===== config.mk =====
export PLATFORM = sky130hd
export DESIGN_NAME = mem_ram_init
export DESIGN_NICKNAME = d
export VERILOG_FILES = /design/src/rtl/mem_ram_init.sv
export SDC_FILE = /design/constraint.sdc
export NUM_CORES = 1
export LEC_CHECK = 0
export CORE_MARGIN = 2
export CORE_UTILIZATION = 52
export DETAILED_ROUTE_END_ITERATION = 16
export PLACE_DENSITY = 0.72
export SLEW_MARGIN = 40
export SYNTH_ARGS = -nofsm -noshare
export SYNTH_HDL_FRONTEND = slang
export SYNTH_SLANG_ARGS = --single-unit

===== constraint.sdc =====
create_clock -name clk -period 2.38 [get_ports clk]
set_input_delay 0.714 -clock clk [delete_from_list [all_inputs] [get_ports clk]]
set_output_delay 0.714 -clock clk [all_outputs]
set_load 0.005 [all_outputs]

===== src/rtl/mem_ram_init.sv =====
// mem_ram_init: single-clock simple-dual-port RAM (one write, one read port)
// with per-byte write enables, selectable read latency (RD_LAT = 1 or 2),
// selectable read-during-write policy (RDW_MODE) and a hardware init sweep
// that loads INIT_VAL into every word after reset or on init_req.
//
// Optional feature: define MEM_PARITY_EN to store one even-parity bit per
// byte and flag par_err on reads whose stored parity does not match.
//
// Ports:
//   clk       rising-edge clock
//   rst_n     asynchronous active-low reset
//   init_req  pulse, starts an init sweep (honoured only while idle)
//   busy      init sweep in progress; all accesses are ignored
//   wr_en     write strobe
//   wr_be     byte enables, bit b covers wr_data[8b+7:8b]
//   wr_addr   write address
//   wr_data   write data
//   rd_en     read strobe
//   rd_addr   read address
//   rd_data   registered read data, holds between reads
//   rd_valid  one-cycle pulse per accepted read
//   par_err   parity error, only ever high together with rd_valid
module mem_ram_init #(
  parameter int                DATA_W   = 16,
  parameter int                ADDR_W   = 3,
  parameter logic [DATA_W-1:0] INIT_VAL = '0,
  parameter int                RD_LAT   = 1,
  parameter int                RDW_MODE = 0
) (
  input  logic                  clk,
  input  logic                  rst_n,
  input  logic                  init_req,
  output logic                  busy,
  input  logic                  wr_en,
  input  logic [DATA_W/8-1:0]   wr_be,
  input  logic [ADDR_W-1:0]     wr_addr,
  input  logic [DATA_W-1:0]     wr_data,
  input  logic                  rd_en,
  input  logic [ADDR_W-1:0]     rd_addr,
  output logic [DATA_W-1:0]     rd_data,
  output logic                  rd_valid,
  output logic                  par_err
);

  localparam int NB    = DATA_W / 8;
  localparam int DEPTH = 1 << ADDR_W;
  localparam logic [ADDR_W-1:0] LAST = ADDR_W'(DEPTH - 1);

  // Even parity per byte: bit b is the XOR of byte b.
  function automatic logic [NB-1:0] byte_par(input logic [DATA_W-1:0] w);
    logic [NB-1:0] p;
    p = '0;
    for (int b = 0; b < NB; b++) p[b] = ^w[8*b +: 8];
    return p;
  endfunction

  typedef enum logic {ST_INIT = 1'b0, ST_IDLE = 1'b1} state_t;

  state_t              state_q, state_d;
  logic [ADDR_W-1:0]   cnt_q, cnt_d;
  logic                busy_q, busy_d;

  always_comb begin
    state_d = state_q;
    cnt_d   = cnt_q;
    case (state_q)
      ST_INIT: begin
        cnt_d = cnt_q + 1'b1;
        if (cnt_q == LAST) state_d = ST_IDLE;
      end
      ST_IDLE: begin
        if (init_req) begin
          state_d = ST_INIT;
          cnt_d   = '0;
        end
      end
      default: state_d = ST_INIT;
    endcase
    busy_d = (state_d == ST_INIT);
  end

  always_ff @(posedge clk or negedge rst_n) begin
    if (!rst_n) begin
      state_q <= ST_INIT;
      cnt_q   <= '0;
      busy_q  <= 1'b1;
    end else begin
      state_q <= state_d;
      cnt_q   <= cnt_d;
      busy_q  <= busy_d;
    end
  end

  assign busy = busy_q;

  // An init_req cycle also drops any access presented alongside it.
  logic acc_ok, wr_acc, rd_acc, rdw_fwd;
  assign acc_ok  = !busy_q && !init_req;
  assign wr_acc  = wr_en && acc_ok;
  assign rd_acc  = rd_en && acc_ok;
  assign rdw_fwd = (RDW_MODE == 1) && wr_acc && (wr_addr == rd_addr);

  logic [DATA_W-1:0] mem [DEPTH];

  always_ff @(posedge clk) begin
    if (state_q == ST_INIT) begin
      mem[cnt_q] <= INIT_VAL;
    end else if (wr_acc) begin
      for (int b = 0; b < NB; b++)
        if (wr_be[b]) mem[wr_addr][8*b +: 8] <= wr_data[8*b +: 8];
    end
  end

  // Asynchronous array read; same-address bypass merges the enabled bytes.
  logic [DATA_W-1:0] rd_word;
  always_comb begin
    rd_word = mem[rd_addr];
    if (rdw_fwd)
      for (int b = 0; b < NB; b++)
        if (wr_be[b]) rd_word[8*b +: 8] = wr_data[8*b +: 8];
  end

  logic rd_perr;
`ifdef MEM_PARITY_EN
  logic [NB-1:0] par_mem [DEPTH];
  logic [NB-1:0] wr_par, init_par, rd_par;

  assign wr_par   = byte_par(wr_data);
  assign init_par = byte_par(INIT_VAL);

  always_ff @(posedge clk) begin
    if (state_q == ST_INIT) begin
      par_mem[cnt_q] <= init_par;
    end else if (wr_acc) begin
      for (int b = 0; b < NB; b++)
        if (wr_be[b]) par_mem[wr_addr][b] <= wr_par[b];
    end
  end

  always_comb begin
    rd_par = par_mem[rd_addr];
    if (rdw_fwd)
      for (int b = 0; b < NB; b++)
        if (wr_be[b]) rd_par[b] = wr_par[b];
  end

  assign rd_perr = |(byte_par(rd_word) ^ rd_par);
`else
  assign rd_perr = 1'b0;
`endif

  // Stage 1: array read register
  logic              vld_p1_q, vld_p1_d;
  logic [DATA_W-1:0] data_p1_q, data_p1_d;
  logic              perr_p1_q, perr_p1_d;

  always_comb begin
    vld_p1_d  = rd_acc;
    data_p1_d = rd_acc ? rd_word : data_p1_q;
    perr_p1_d = rd_acc && rd_perr;
  end

  always_ff @(posedge clk or negedge rst_n) begin
    if (!rst_n) begin
      vld_p1_q  <= 1'b0;
      data_p1_q <= '0;
      perr_p1_q <= 1'b0;
    end else begin
      vld_p1_q  <= vld_p1_d;
      data_p1_q <= data_p1_d;
      perr_p1_q <= perr_p1_d;
    end
  end

  // Stage 2: optional output register
  if (RD_LAT == 2) begin : g_lat2
    logic              vld_p2_q, vld_p2_d;
    logic [DATA_W-1:0] data_p2_q, data_p2_d;
    logic              perr_p2_q, perr_p2_d;

    always_comb begin
      vld_p2_d  = vld_p1_q;
      data_p2_d = vld_p1_q ? data_p1_q : data_p2_q;
      perr_p2_d = perr_p1_q;
    end

    always_ff @(posedge clk or negedge rst_n) begin
      if (!rst_n) begin
        vld_p2_q  <= 1'b0;
        data_p2_q <= '0;
        perr_p2_q <= 1'b0;
      end else begin
        vld_p2_q  <= vld_p2_d;
        data_p2_q <= data_p2_d;
        perr_p2_q <= perr_p2_d;
      end
    end

    assign rd_valid = vld_p2_q;
    assign rd_data  = data_p2_q;
    assign par_err  = perr_p2_q;
  end else begin : g_lat1
    assign rd_valid = vld_p1_q;
    assign rd_data  = data_p1_q;
    assign par_err  = perr_p1_q;
  end

endmodule


; ---- Word level (Yosys, flattened, before mapping)
; Memory sizes are Yosys's and may differ from the RTL's. A register that Yosys moved wholly into a read port is not among the register bits.
; Index checks and enable logic that the tools add are counted.
[op_classes]
n_reduce_logical = 7
n_bitwise = 2
n_mux = 17
eq_ne = 2
n_addsub = 1
[op_table]
columns = cell, count
row1 = 2-to-1 mux 16 bit, 1
row2 = OR reduction 16 bit, 1
row3 = 2-to-1 mux 1 bit, 11
row4 = 2-to-1 mux 3 bit, 2
row5 = one-hot mux 3 bit (2 select lines), 1
row6 = "adder 3 x 1 -> 3 bit, second input constant", 1
row7 = "equality test 3 bit, second input constant", 1
row8 = logical AND 1 bit, 3
row9 = logical NOT 1 bit, 3
row10 = 2-to-1 mux 2 bit, 1
row11 = "!= test 2 bit, second input constant", 1
row12 = inverter 1 bit, 2
row13 = one-hot mux 1 bit (2 select lines), 1
[totals]
input_bits = 29
ram_bits = 128
reg_bits = 6
mem_count = 1
[mem_list]
columns = name, words, word_bits, rd, rd_ports_with_merged_regs, wr, line_no
row1 = mem, 8, 16, 1, 1, 1, 103  ; logic [DATA_W-1:0] mem [DEPTH];

; ---- Depth between registers and ports, before layout
[depth]
depth_word = 8
depth_mapped = 5

; ---- Worst setup path after synthesis
; OpenSTA, ideal clock, no wires.
[synth_timing]
path_kind = input to register
start = input init_req
end = memory mem[3][0], enable pin
path_buffers = 0
t_arrival_ps = 1905
path_stages = 3
required_time_ps = 2005
path_slack_ps = 99
cell_sequence = nand4bb_4 > or4_1 > a21oi_1
[synth_between]
elab_chain_len = 8
word_cells_on_any_way = 12
cone_classes = mux: 8 / reduce/logical: 4
[synth_lines]
columns = element, line_no
row1 = from (decl), 32  ; input logic init_req,
row2 = logical NOT 1 bit (*), 98  ; assign acc_ok = !busy_q && !init_req;
row3 = logical AND 1 bit (*), 98
row4 = logical AND 1 bit (*), 99  ; assign wr_acc = wr_en && acc_ok;
row5 = 2-to-1 mux 1 bit, 108  ; end else if (wr_acc) begin
row6 = 2-to-1 mux 1 bit, 106  ; if (state_q == ST_INIT) begin
row7 = 2-to-1 mux 1 bit (implied by the code), 110  ; if (wr_be[b]) mem[wr_addr][8*b +: 8] <= wr_data[8*b +: 8];
row8 = OR reduction 16 bit (no source line), n/a
row9 = 2-to-1 mux 3 bit (no source line) or 2-to-1 mux 2 bit (tied branches), n/a
row10 = to (decl), 103
; Every way passes the cells marked *; elsewhere a longest branch is shown, timed or not.

; ---- Worst setup path after layout
[layout_timing]
start = input init_req
end = memory mem[3][6], enable pin
; The elaborated chain is that of the path after synthesis.

==> impl_metrics.tcl <==
set metrics [dict create \
    p_total_mw 7.99 \
    die_w_um 114 \
    cts_tree "yes" \
    hold_class "flop to flop" \
    seqPwrFrac 0.487 \
    nFillCells 842 \
    hpwl_um 8480 \
    io_pins 48 \
    dr_wl_met2_um 6110 \
    max_slew_margin 0.630 \
    syn-num-nets 425 \
    place_ws_ps -381 \
    dieArea_mm2 0.0129 \
    numCtsBuffers 17 \
    power.density_mw_per_mm2 1050 \
    antenna_found_initial 0 \
    fin_cells 631 \
    drc 0 \
    p_int_mw 5.84 \
    clkPwrFrac 0.287 \
    coreArea_mm2 0.0119 \
    cp_num_buf_inv 2 \
    drtIter0Drc 313 \
    rows 40 \
    path_class "input port to flop" \
    ff_latch_area_mm2 0.00440 \
    worst_slack_ps 150 \
    route.top_layer_used "met4" \
    ant_nets 0 \
    crit_required_ps 2510 \
    yosys.area.top_type "edfxtp_1" \
    wl_per_cell_um 20.3 \
    grt_usage 0.211 \
    critPathArrivalTime_ps 2360 \
    crit_fanout 8 \
    grt_max_degree 34 \
    die_h_um 114 \
    syn_inst 394 \
    rsz0062_at_grt "no" \
    clock_sinks 150 \
    ys_seq_area_frac 0.704 \
    min_period_ps 2230 \
    post_cts_buffers 0 \
    tightest_slew_ps 554 \
    first_pass_iters 4 \
    cts_max_level 4 \
    ys_async_sr_fraction 0.147 \
    dp.cells 600 \
    fin_crit_sh 0.937 \
    grt_pass1_wl_um 19700 \
    setup_viol 0 \
    worstPathCellList "clkdlybuf4s50_1 -> nand4bb_4 -> or4_1 -> a21oi_1 -> buf_4" \
    ys.flop_type "edfxtp_1" \
    status "complete, no violations" \
    synthTopCellsByCount "edfxtp_1 (128), mux2_2 (32), mux2i_1 (32)" \
    avgSynthCellArea_um2 15.8 \
    root_buffer "clkbuf_16" \
    synth_seq_cells 150 \
    critPathSlowestCell "or4_1" \
    start_kind "input port" \
    ys_warn_count 0 \
    combPwrFrac 0.226 \
    hold_viol 0 \
    ys_top_cells_by_area "edfxtp_1 (62%), dfrtp_1 (8.4%), mux2_2 (5.8%)" \
    grt_pass1_vias 3633 \
    end_kind "flop" \
    place_congestion 0.860 \
    p_sw_mw 2.15 \
    syn_area_mm2 0.00624 \
    synth_edf_count 128 \
    grt_overflow 0 \
    leakagePower_nw 2.91 \
    port_buffers 46 \
    routed-via-count 3698 \
    cpPeakStageDelay_ps 550 \
    synth_top_area_frac 0.616 \
    final_nets 503 \
    multi_input_area_mm2 0.00167 \
    cpLargestDelayFamily "simple AND/OR/NAND/NOR gates" \
    p_sw_frac 0.269 \
    path_clk_slew_ps 50 \
    synth_most_common_cell "edfxtp_1" \
    wl_met3_um 651 \
    finalClockSkew_ps 6.91 \
    start_util 0.526 \
    insertedDiodeCount 0 \
    ir_worst_vdd_mv 0.605 \
    cap_violations 0 \
    syn2layout_area_growth_pct 21.6 \
    drive_gt1_frac 0.207 \
    met1Wirelength_um 5770 \
    clkLatencyLatePin_ps 420 \
    final_max_slew_viol_count 0 \
    routed_via_density 5.86 \
    max_freq_mhz 448 \
    clockBufferDepth 2 \
    synth_cell_types 37 \
    wl_um 12800 \
    fin_util 0.640 \
]
==> power groups by stage <==
stage / clock (mW) / combinational [mW] / sequential (mW)
6_report: 2.29 / 1.81 / 3.89
5_1_grt: 2.44 / 1.95 / 3.95
4_1_cts: 2.31 / 1.82 / 3.89
3_5_place_dp: 0 / 1.80 / 3.94
3_3_place_gp: 0 / 1.74 / 3.90
2_1_floorplan: 0 / 0.962 / 3.88
==> final cells by class <==
type                       count  share of cell area
multi-input combinational    214               0.220
clock inverter                 6             0.00363
sequential                   150               0.579
inverter                       4             0.00198
clock buffer                  25              0.0626
tap                          147              0.0242
timing repair buffer          85               0.108
==> placed cells by master, fill, tap and decap left out, types with 2 or more instances in the layout <==
cell / netlist / layout
and3_1: 16 / 16
clkbuf_8: 0 / 2
o211ai_1: 7 / 7
mux2_2: 32 / 32
clkbuf_16: 0 / 17
o21ai_0: 4 / 4
nand3_1: 3 / 3
clkbuf_1: 11 / 6
a22o_1: 18 / 18
o31ai_1: 15 / 15
buf_12: 0 / 6
clkdlybuf4s50_1: 0 / 45
clkinv_1: 0 / 2
nor2_1: 6 / 5
or4_1: 2 / 2
o2111ai_1: 2 / 2
ha_1: 2 / 2
inv_1: 4 / 4
nor2b_1: 5 / 5
nand2_1: 18 / 18
dfrtp_1: 21 / 21
mux2i_1: 32 / 32
clkinv_2: 0 / 4
o22ai_1: 16 / 16
a32oi_1: 2 / 2
buf_4: 6 / 33
edfxtp_1: 128 / 128
nand4_1: 6 / 6
a21oi_1: 17 / 17
==> routing by layer <==
| layer | track usage | vias up |
|---|---|---|
| met4 | 0.0911 | 0 |
| li1 | - | 1719 |
| met5 | 0 | - |
| met2 | 0.334 | 107 |
| met1 | 0.285 | 1852 |
| met3 | 0.0457 | 20 |
==> path summary, 6_finish.rpt <==
check                                             from                endpoint  slack, ps  depth (start not counted)
worst max-delay path                          init_req     mem[3][6]$_DFFE_PP_        150                          5
worst min-delay path            rd_data[3]$_DFFE_PN0P_  rd_data[3]$_DFFE_PN0P_        470                          2
worst max register to register       state_q$_DFF_PN0_     mem[3][6]$_DFFE_PP_        560                          4
worst min register to register  rd_data[3]$_DFFE_PN0P_  rd_data[3]$_DFFE_PN0P_        470                          2
max in group asynchronous                        rst_n          busy$_DFF_PN1_       1410                          2
min in group asynchronous                        rst_n  rd_data[7]$_DFFE_PN0P_        670                          2
==> through the flow <==
step	TNS, ps	hold WS, ps	instance area (um2)
floorplan	0	418	6240
global placement	-32110	459	7080
CTS	0	477	7590
global route	0	496	7590
finish	0	472	7590
detailed placement	-47480	466	7080
==> worst reg2reg max path: stages, from the launching register on <==
cell and delay [ps]:
dfrtp_1 450, nand4bb_4 180, or4_1 550, a21oi_1 140, buf_4 200
==> registers in the layout, indices dropped and copies added (netlist names) <==
signal    cells
rd_data      16
state_q       1
busy          1
rd_valid      1
mem         128
cnt_q         3
==> timing repair <==
item                       CTS  global route
gates resized for setup      1             0
hold buffers                 0             0
hold endpoints to repair     0             0
setup endpoints to repair   16             0
==> cells by family after synthesis <==
| logic type | after synthesis | synth area share |
|---|---|---|
| other | 1 | 0.000601 |
| DFF | 150 | 0.704 |
| adders and majority gates | 2 | 0.00401 |
| and+or+nand+nor | 64 | 0.0600 |
| buffers and inverters | 30 | 0.0285 |
| AOI/OAI and AO/OA | 83 | 0.0934 |
| muxes | 64 | 0.109 |
No activity file was read; power rests on OpenSTA's default activity.
